### src/rtl/rtc_pkg.sv
// rtl/rtc_pkg.sv - shared types, field limits and wrap helpers for the RTC time-set path
package rtc_pkg;

  localparam int HOUR_W   = 5;
  localparam int MIN_W    = 6;
  localparam int SEC_W    = 6;
  localparam int HOUR_MAX = 23;
  localparam int MIN_MAX  = 59;

  typedef enum logic [1:0] {
    RUN      = 2'd0,
    SET_HOUR = 2'd1,
    SET_MIN  = 2'd2,
    COMMIT   = 2'd3
  } set_state_t;

  // Fields wrap independently; there is never a carry into the neighbouring field.
  function automatic logic [HOUR_W-1:0] step_hour(input logic [HOUR_W-1:0] h, input logic up);
    if (up) return (h == HOUR_W'(HOUR_MAX)) ? '0 : h + HOUR_W'(1);
    return (h == '0) ? HOUR_W'(HOUR_MAX) : h - HOUR_W'(1);
  endfunction

  function automatic logic [MIN_W-1:0] step_min(input logic [MIN_W-1:0] m, input logic up);
    if (up) return (m == MIN_W'(MIN_MAX)) ? '0 : m + MIN_W'(1);
    return (m == '0) ? MIN_W'(MIN_MAX) : m - MIN_W'(1);
  endfunction

endpackage

### src/rtl/button_conditioner.sv
// rtl/button_conditioner.sv - synchronizer, debounce, press pulse and optional auto-repeat for one button
module button_conditioner #(
  parameter int DEBOUNCE_CYCLES = 2_000_000,
  parameter int HOLD_CYCLES     = 50_000_000,
  parameter int REPEAT_CYCLES   = 10_000_000,
  parameter bit REPEAT_EN       = 1'b0
) (
  input  logic clk,
  input  logic reset,
  input  logic btn,
  output logic press
);

  localparam int DW   = $clog2(DEBOUNCE_CYCLES + 1);
  localparam int RMAX = (HOLD_CYCLES > REPEAT_CYCLES) ? HOLD_CYCLES : REPEAT_CYCLES;
  localparam int RW   = $clog2(RMAX + 1);

  logic          sync1, sync2, db;
  logic [DW-1:0] db_cnt;
  logic [RW-1:0] rep_cnt;
  logic          repeating;
  logic          accept;
  logic          rep_fire;

  assign accept   = (sync2 != db) && (db_cnt == DW'(DEBOUNCE_CYCLES - 1));
  // First repeat waits HOLD_CYCLES after the press, later ones REPEAT_CYCLES apart.
  assign rep_fire = REPEAT_EN && db &&
                    (repeating ? (rep_cnt == RW'(REPEAT_CYCLES - 1))
                               : (rep_cnt == RW'(HOLD_CYCLES - 1)));

  always_ff @(posedge clk) begin
    if (reset) begin
      sync1     <= 1'b0;
      sync2     <= 1'b0;
      db        <= 1'b0;
      db_cnt    <= '0;
      rep_cnt   <= '0;
      repeating <= 1'b0;
      press     <= 1'b0;
    end else begin
      sync1 <= btn;
      sync2 <= sync1;

      if (sync2 == db) begin
        db_cnt <= '0;
      end else if (accept) begin
        db     <= sync2;
        db_cnt <= '0;
      end else begin
        db_cnt <= db_cnt + DW'(1);
      end

      press <= (accept && sync2) || rep_fire;

      if (!db) begin
        rep_cnt   <= '0;
        repeating <= 1'b0;
      end else if (rep_fire) begin
        rep_cnt   <= '0;
        repeating <= 1'b1;
      end else begin
        rep_cnt   <= rep_cnt + RW'(1);
      end
    end
  end

endmodule

### src/rtl/rtc_set_ctrl.sv
// rtl/rtc_set_ctrl.sv - button-driven set-mode controller that edits and commits RTC hour/minute
module rtc_set_ctrl
  import rtc_pkg::*;
#(
  parameter int DEBOUNCE_CYCLES = 2_000_000,
  parameter int HOLD_CYCLES     = 50_000_000,
  parameter int REPEAT_CYCLES   = 10_000_000,
  parameter int TIMEOUT_SECS    = 10
) (
  input  logic              clk,
  input  logic              reset,
  input  logic              sec_clk,
  input  logic              btn_mode,
  input  logic              btn_inc,
  input  logic              btn_dec,
  input  logic [HOUR_W-1:0] cur_hour,
  input  logic [MIN_W-1:0]  cur_min,
  output logic              load,
  output logic [HOUR_W-1:0] load_hour,
  output logic [MIN_W-1:0]  load_min,
  output logic [SEC_W-1:0]  load_sec,
  output logic              set_active,
  output logic [HOUR_W-1:0] disp_hour,
  output logic [MIN_W-1:0]  disp_min,
  output logic              blink_hour,
  output logic              blink_min
);

  localparam int TW = $clog2(TIMEOUT_SECS + 1);

  set_state_t        state;
  logic [HOUR_W-1:0] hour_sh;
  logic [MIN_W-1:0]  min_sh;
  logic [TW-1:0]     tcnt;
  logic              phase;
  logic              ev_mode, ev_inc, ev_dec;
  logic              ev_any, step_up, step_dn;

  button_conditioner #(
    .DEBOUNCE_CYCLES(DEBOUNCE_CYCLES), .HOLD_CYCLES(HOLD_CYCLES),
    .REPEAT_CYCLES(REPEAT_CYCLES), .REPEAT_EN(1'b0)
  ) u_mode (.clk(clk), .reset(reset), .btn(btn_mode), .press(ev_mode));

  button_conditioner #(
    .DEBOUNCE_CYCLES(DEBOUNCE_CYCLES), .HOLD_CYCLES(HOLD_CYCLES),
    .REPEAT_CYCLES(REPEAT_CYCLES), .REPEAT_EN(1'b1)
  ) u_inc (.clk(clk), .reset(reset), .btn(btn_inc), .press(ev_inc));

  button_conditioner #(
    .DEBOUNCE_CYCLES(DEBOUNCE_CYCLES), .HOLD_CYCLES(HOLD_CYCLES),
    .REPEAT_CYCLES(REPEAT_CYCLES), .REPEAT_EN(1'b1)
  ) u_dec (.clk(clk), .reset(reset), .btn(btn_dec), .press(ev_dec));

  // Mode beats inc/dec; inc together with dec cancels out.
  assign ev_any  = ev_mode | ev_inc | ev_dec;
  assign step_up = ev_inc & ~ev_dec & ~ev_mode;
  assign step_dn = ev_dec & ~ev_inc & ~ev_mode;

  always_ff @(posedge clk) begin
    if (reset) begin
      state     <= RUN;
      hour_sh   <= '0;
      min_sh    <= '0;
      tcnt      <= '0;
      phase     <= 1'b0;
      load      <= 1'b0;
      load_hour <= '0;
      load_min  <= '0;
      load_sec  <= '0;
    end else begin
      load <= 1'b0;
      case (state)
        RUN: begin
          if (ev_mode) begin
            hour_sh <= cur_hour;
            min_sh  <= cur_min;
            tcnt    <= '0;
            phase   <= 1'b0;
            state   <= SET_HOUR;
          end
        end
        SET_HOUR, SET_MIN: begin
          if (sec_clk) phase <= ~phase;
          if (ev_any) begin
            tcnt <= '0;
          end else if (sec_clk) begin
            if (tcnt == TW'(TIMEOUT_SECS - 1)) begin
              tcnt  <= '0;
              state <= RUN;
            end else begin
              tcnt <= tcnt + TW'(1);
            end
          end
          if (ev_mode) begin
            if (state == SET_HOUR) begin
              state <= SET_MIN;
            end else begin
              state     <= COMMIT;
              load      <= 1'b1;
              load_hour <= hour_sh;
              load_min  <= min_sh;
              load_sec  <= '0;
            end
          end else if (step_up || step_dn) begin
            if (state == SET_HOUR) hour_sh <= step_hour(hour_sh, step_up);
            else                   min_sh  <= step_min(min_sh, step_up);
          end
        end
        COMMIT:  state <= RUN;
        default: state <= RUN;
      endcase
    end
  end

  assign set_active = (state == SET_HOUR) || (state == SET_MIN);
  assign disp_hour  = hour_sh;
  assign disp_min   = min_sh;
  assign blink_hour = (state == SET_HOUR) && phase;
  assign blink_min  = (state == SET_MIN) && phase;

endmodule

### config.mk
export PLATFORM = sky130hd
export DESIGN_NAME = rtc_set_ctrl
export DESIGN_NICKNAME = d
export VERILOG_FILES = /design/src/rtl/rtc_pkg.sv /design/src/rtl/button_conditioner.sv /design/src/rtl/rtc_set_ctrl.sv
export SDC_FILE = /design/constraint.sdc
export NUM_CORES = 1
export LEC_CHECK = 0
export CAP_MARGIN = 20
export CORE_UTILIZATION = 30
export CTS_CLUSTER_DIAMETER = 50
export DETAILED_ROUTE_END_ITERATION = 7
export GPL_TIMING_DRIVEN = 0
export PLACE_DENSITY = 0.46
export SLEW_MARGIN = 10
export SYNTH_ARGS = -nofsm -noshare
export SYNTH_HDL_FRONTEND = slang
export SYNTH_HIERARCHICAL = 1
export SYNTH_SLANG_ARGS = --single-unit
### constraint.sdc
create_clock -name clk -period 2.7 [get_ports clk]
set_clock_uncertainty 0.05 [all_clocks]
set_input_delay 0.27 -clock clk [delete_from_list [all_inputs] [get_ports clk]]
set_output_delay 0.27 -clock clk [all_outputs]
set_load 0.005 [all_outputs]
==> impl_results.rst <==
.. list-table::
   :header-rows: 1

   * - Metric
     - Value
   * - Multiplexer share of the synthesized area
     - 0.760%
   * - Power per Cell Area
     - 517 nW/um^2
   * - Final Non-Filler Cells
     - 1,347
   * - Maximum frequency from static timing analysis
     - 0.415 GHz
   * - Via count normalized by instance count
     - 5.08
   * - TritonCTS clock tree
     - yes
   * - Synthesized instance count
     - 934
   * - Area share of xor/xnor cells in the synthesized design
     - 7.17%
   * - Number of hold buffers added after CTS
     - 0
   * - TritonCTS buffer count
     - 17
   * - Overall fraction of global-route tracks in use
     - 14.4%
   * - Worst-Skew Late Latency
     - 430 ps
   * - Antenna-violating nets left
     - 0
   * - Wire length of the first global-routing pass
     - 32,700 um
   * - Routed wire length
     - 19,200 um
   * - Clock-pin slew of the registers on the worst-case setup and hold paths
     - 60 ps
   * - Source of the worst hold timing path
     - btn_mode
   * - Register area share after synthesis
     - 39.5%
   * - Flip-flop and latch count after synthesis
     - 159
   * - Critical path required time
     - 2970 ps
   * - Critical path's largest stage delay
     - 530 ps
   * - Final clock period utilization by the worst path
     - 89.3%
   * - Worst path cell trace
     - inv_1, ha_1, buf_1, clkbuf_2, o2111ai_1, a311oi_1
   * - GR Overflow Total
     - 0
   * - Portion of synthesized cell area occupied by the leading cell type
     - 39.5%
   * - Violations in the final reports
     - DRC
   * - Final antenna diode count
     - 0
   * - Total via count in the routed design
     - 6,849
   * - Pre-CTS setup slack
     - -251 ps
   * - Detailed router's first-iteration violation count
     - 425
   * - Number of filler instances in the final layout
     - 2,706
   * - Sequential cell area in the final layout
     - 3180 um^2
   * - Area growth from synthesis to layout
     - 17.9%
   * - Total area of multi-input combinational cells
     - 4490 um^2
   * - Worst reg2reg path startpoint
     - state[1]
   * - Launch point of the worst path
     - state[1]
   * - Number of cell rows
     - 59
   * - Mean instance size in the synthesized netlist
     - 8.63 um^2
   * - Cell at the root of the clock tree
     - sky130_fd_sc_hd__clkbuf_16
   * - RSZ-0062 raised after global routing
     - false
   * - Wirelength per Cell
     - 14.3 um
   * - Leading area contributor after synthesis
     - sky130_fd_sc_hd__dfxtp_1
   * - FFs w/ async S/R, synth
     - 0%
   * - Final period demand of the worst path
     - 2410 ps
   * - Relative slew margins
     - 37.0%
   * - Count of flip-flops with a built-in enable after synthesis
     - 0
   * - Worst-path maximum fanout
     - 10
   * - Hold WC Path Type
     - input pin to register
   * - WS Path Type
     - register to register
   * - Die area
     - 27,500 um^2
   * - Critical path startpoint category
     - register
   * - Synth Area in Adders
     - 2.48%
   * - Main combinational cell family by area after synthesis
     - simple AND/OR/NAND/NOR gates
   * - Post-synthesis cell type count
     - 76
   * - Slowest CP cell
     - sky130_fd_sc_hd__buf_1
   * - Clock net sink count
     - 159
   * - Leakage
     - 0.00278 uW
   * - Via count of the first global-routing pass
     - 6,414
   * - Final setup violation count
     - 0
   * - Crit. End Element
     - register
   * - HPWL after DPL
     - 13,500 um
   * - Cell with the most instances after synthesis
     - sky130_fd_sc_hd__dfxtp_1
   * - DRC violation count after routing
     - 8
   * - Top flip-flop cell by instance count after synthesis
     - sky130_fd_sc_hd__dfxtp_1
   * - Initial antenna violation count
     - 0
   * - Synthesized-area fraction occupied by and/or/nand/nor cells
     - 29.7%
   * - YS warnings
     - 6
   * - H-tree levels
     - 4
   * - Final Max Slew Viols
     - 0
   * - Cells after DPL
     - 1,316
   * - Most used standard cells in the synthesized netlist
     - sky130_fd_sc_hd__dfxtp_1, sky130_fd_sc_hd__nor2_1, sky130_fd_sc_hd__nand2_1
   * - Total core area
     - 26,200 um^2
   * - DRT Pass-1 Iters
     - 7
   * - Post-CTS setup buffer count
     - 0
   * - Share of cells above drive strength 1
     - 10.1%
   * - Final #Nets
     - 1,033
   * - Count of boundary I/O pins
     - 49
   * - Arrival time reported for the critical path endpoint
     - 2690 ps
   * - Weighted congestion at the end of routability-driven global placement
     - 0.778
   * - Floorplan die width
     - 166 um
   * - Overall die height
     - 166 um
   * - Largest net degree at the start of global routing
     - 24
   * - Max Root-Sink Buffers
     - 2
   * - Share of the synthesized area in compound gates (AO/OA/AOI/OAI)
     - 15.3%
   * - Smallest setup slack after layout
     - 288 ps
   * - Total Negative Setup Slacks
     - 0 ps
   * - Least-Margin Pin Slew
     - 942 ps
   * - Area contributors post-synth
     - sky130_fd_sc_hd__dfxtp_1, sky130_fd_sc_hd__xnor2_1, sky130_fd_sc_hd__a21oi_1
   * - Post-synthesis cell area
     - 8060 um^2
   * - Count of input and output buffers
     - 42
   * - Post_cts resized
     - 0
   * - Maximum resistive drop on vdd
     - 0.345 mV
   * - Count of max-cap constraint violations
     - 0
   * - Initial Utilization
     - 30.8%
   * - Outcome
     - complete, but fails checks
   * - Hold Fails Final Rpt
     - 0
[cell families (layout without fill, tap and decap cells)]
group | Yosys count | count (layout)
AND/OR/NAND/NOR | 420 | 420
AO/OA/AOI/OAI | 180 | 180
flip-flops | 159 | 159
buffers and inverters | 86 | 159
XOR/XNOR | 66 | 66
adder cells (fa/ha/maj) | 16 | 16
multiplexers | 6 | 6
other | 1 | 6
[worst max-delay path: cells and delay by family (launching register included)]
kind	cells	cell delay, ps
buf+inv	3	990
fa+ha+maj	1	470
compound gates	2	420
flops	1	380
[per-stage QoR]
stage	area [um^2]	total power, uW	util (%)	hold WS [ps]
after floorplan	8080	2490	-	289
after global placement	8920	2570	34.0	373
after detailed placement	8920	2560	34.0	374
after CTS	9500	5000	36.3	337
after global routing	9500	5110	36.3	346
final	9500	4920	36.3	357
[state kept, by name, indices dropped and copies added, names as in the netlist, 2 cells and up]
register / cells
disp_min: 6
u_mode/db_cnt: 21
state: 2
u_inc/rep_cnt: 26
disp_hour: 5
u_inc/db_cnt: 21
u_dec/rep_cnt: 26
load_min: 6
u_dec/db_cnt: 21
tcnt: 4
load_hour: 5
[worst paths after layout]
check / to / slack (ps) / depth (start not counted)
max: disp_min[5] / 290 / 6
min: u_mode/sync1 / 360 / 2
max reg2reg: disp_min[5] / 290 / 6
min reg2reg: u_mode/sync2 / 390 / 1
[area by class of cell]
cell class	instances	share of cell area, %
clock inverters	12	1.45
clock buffers	19	4.66
flip-flops and latches	159	33.5
multi-input cells	694	47.2
well taps	335	4.41
plain buffers	51	2.94
repair buffers	42	4.42
inverters	35	1.38
[cells in the final DEF (no fill, tap or decap), drive strengths merged, types with 7 or more instances in the layout]
cell type / synthesis / layout
dfxtp: 159 / 159
nor2: 72 / 72
nand2: 70 / 70
a21oi: 58 / 58
nand3: 52 / 52
nor3: 47 / 47
clkbuf: 25 / 43
xnor2: 42 / 42
clkdlybuf4s50: 0 / 42
o21ai: 38 / 38
inv: 35 / 37
or3: 30 / 30
a211oi: 30 / 30
nand4: 28 / 28
or4: 27 / 27
buf: 26 / 27
xor2: 24 / 24
ha: 16 / 16
o31ai: 16 / 16
nor4: 12 / 12
and3: 11 / 11
and4: 10 / 10
nand2b: 9 / 9
nor4b: 9 / 9
nor2b: 8 / 8
nor3b: 7 / 7
[report_power, final]
part | switching (uW) | internal (uW) | leakage (uW)
sequential | 4.91 | 2350 | 0.00128
clock | 1020 | 1390 | 0.000273
combinational | 90.8 | 62.0 | 0.00122
[routing by layer]
| metal | track usage [%] | share of wire (%) | vias to the layer above |
|---|---|---|---|
| met5 | 0 | 0 | - |
| li1 | - | - | 3523 |
| met2 | 22.8 | 45 | 110 |
| met4 | 3.98 | 0.85 | 0 |
| met1 | 19.9 | 51 | 3206 |
| met3 | 2.74 | 3.3 | 10 |
(Power assumes the default switching activity.)
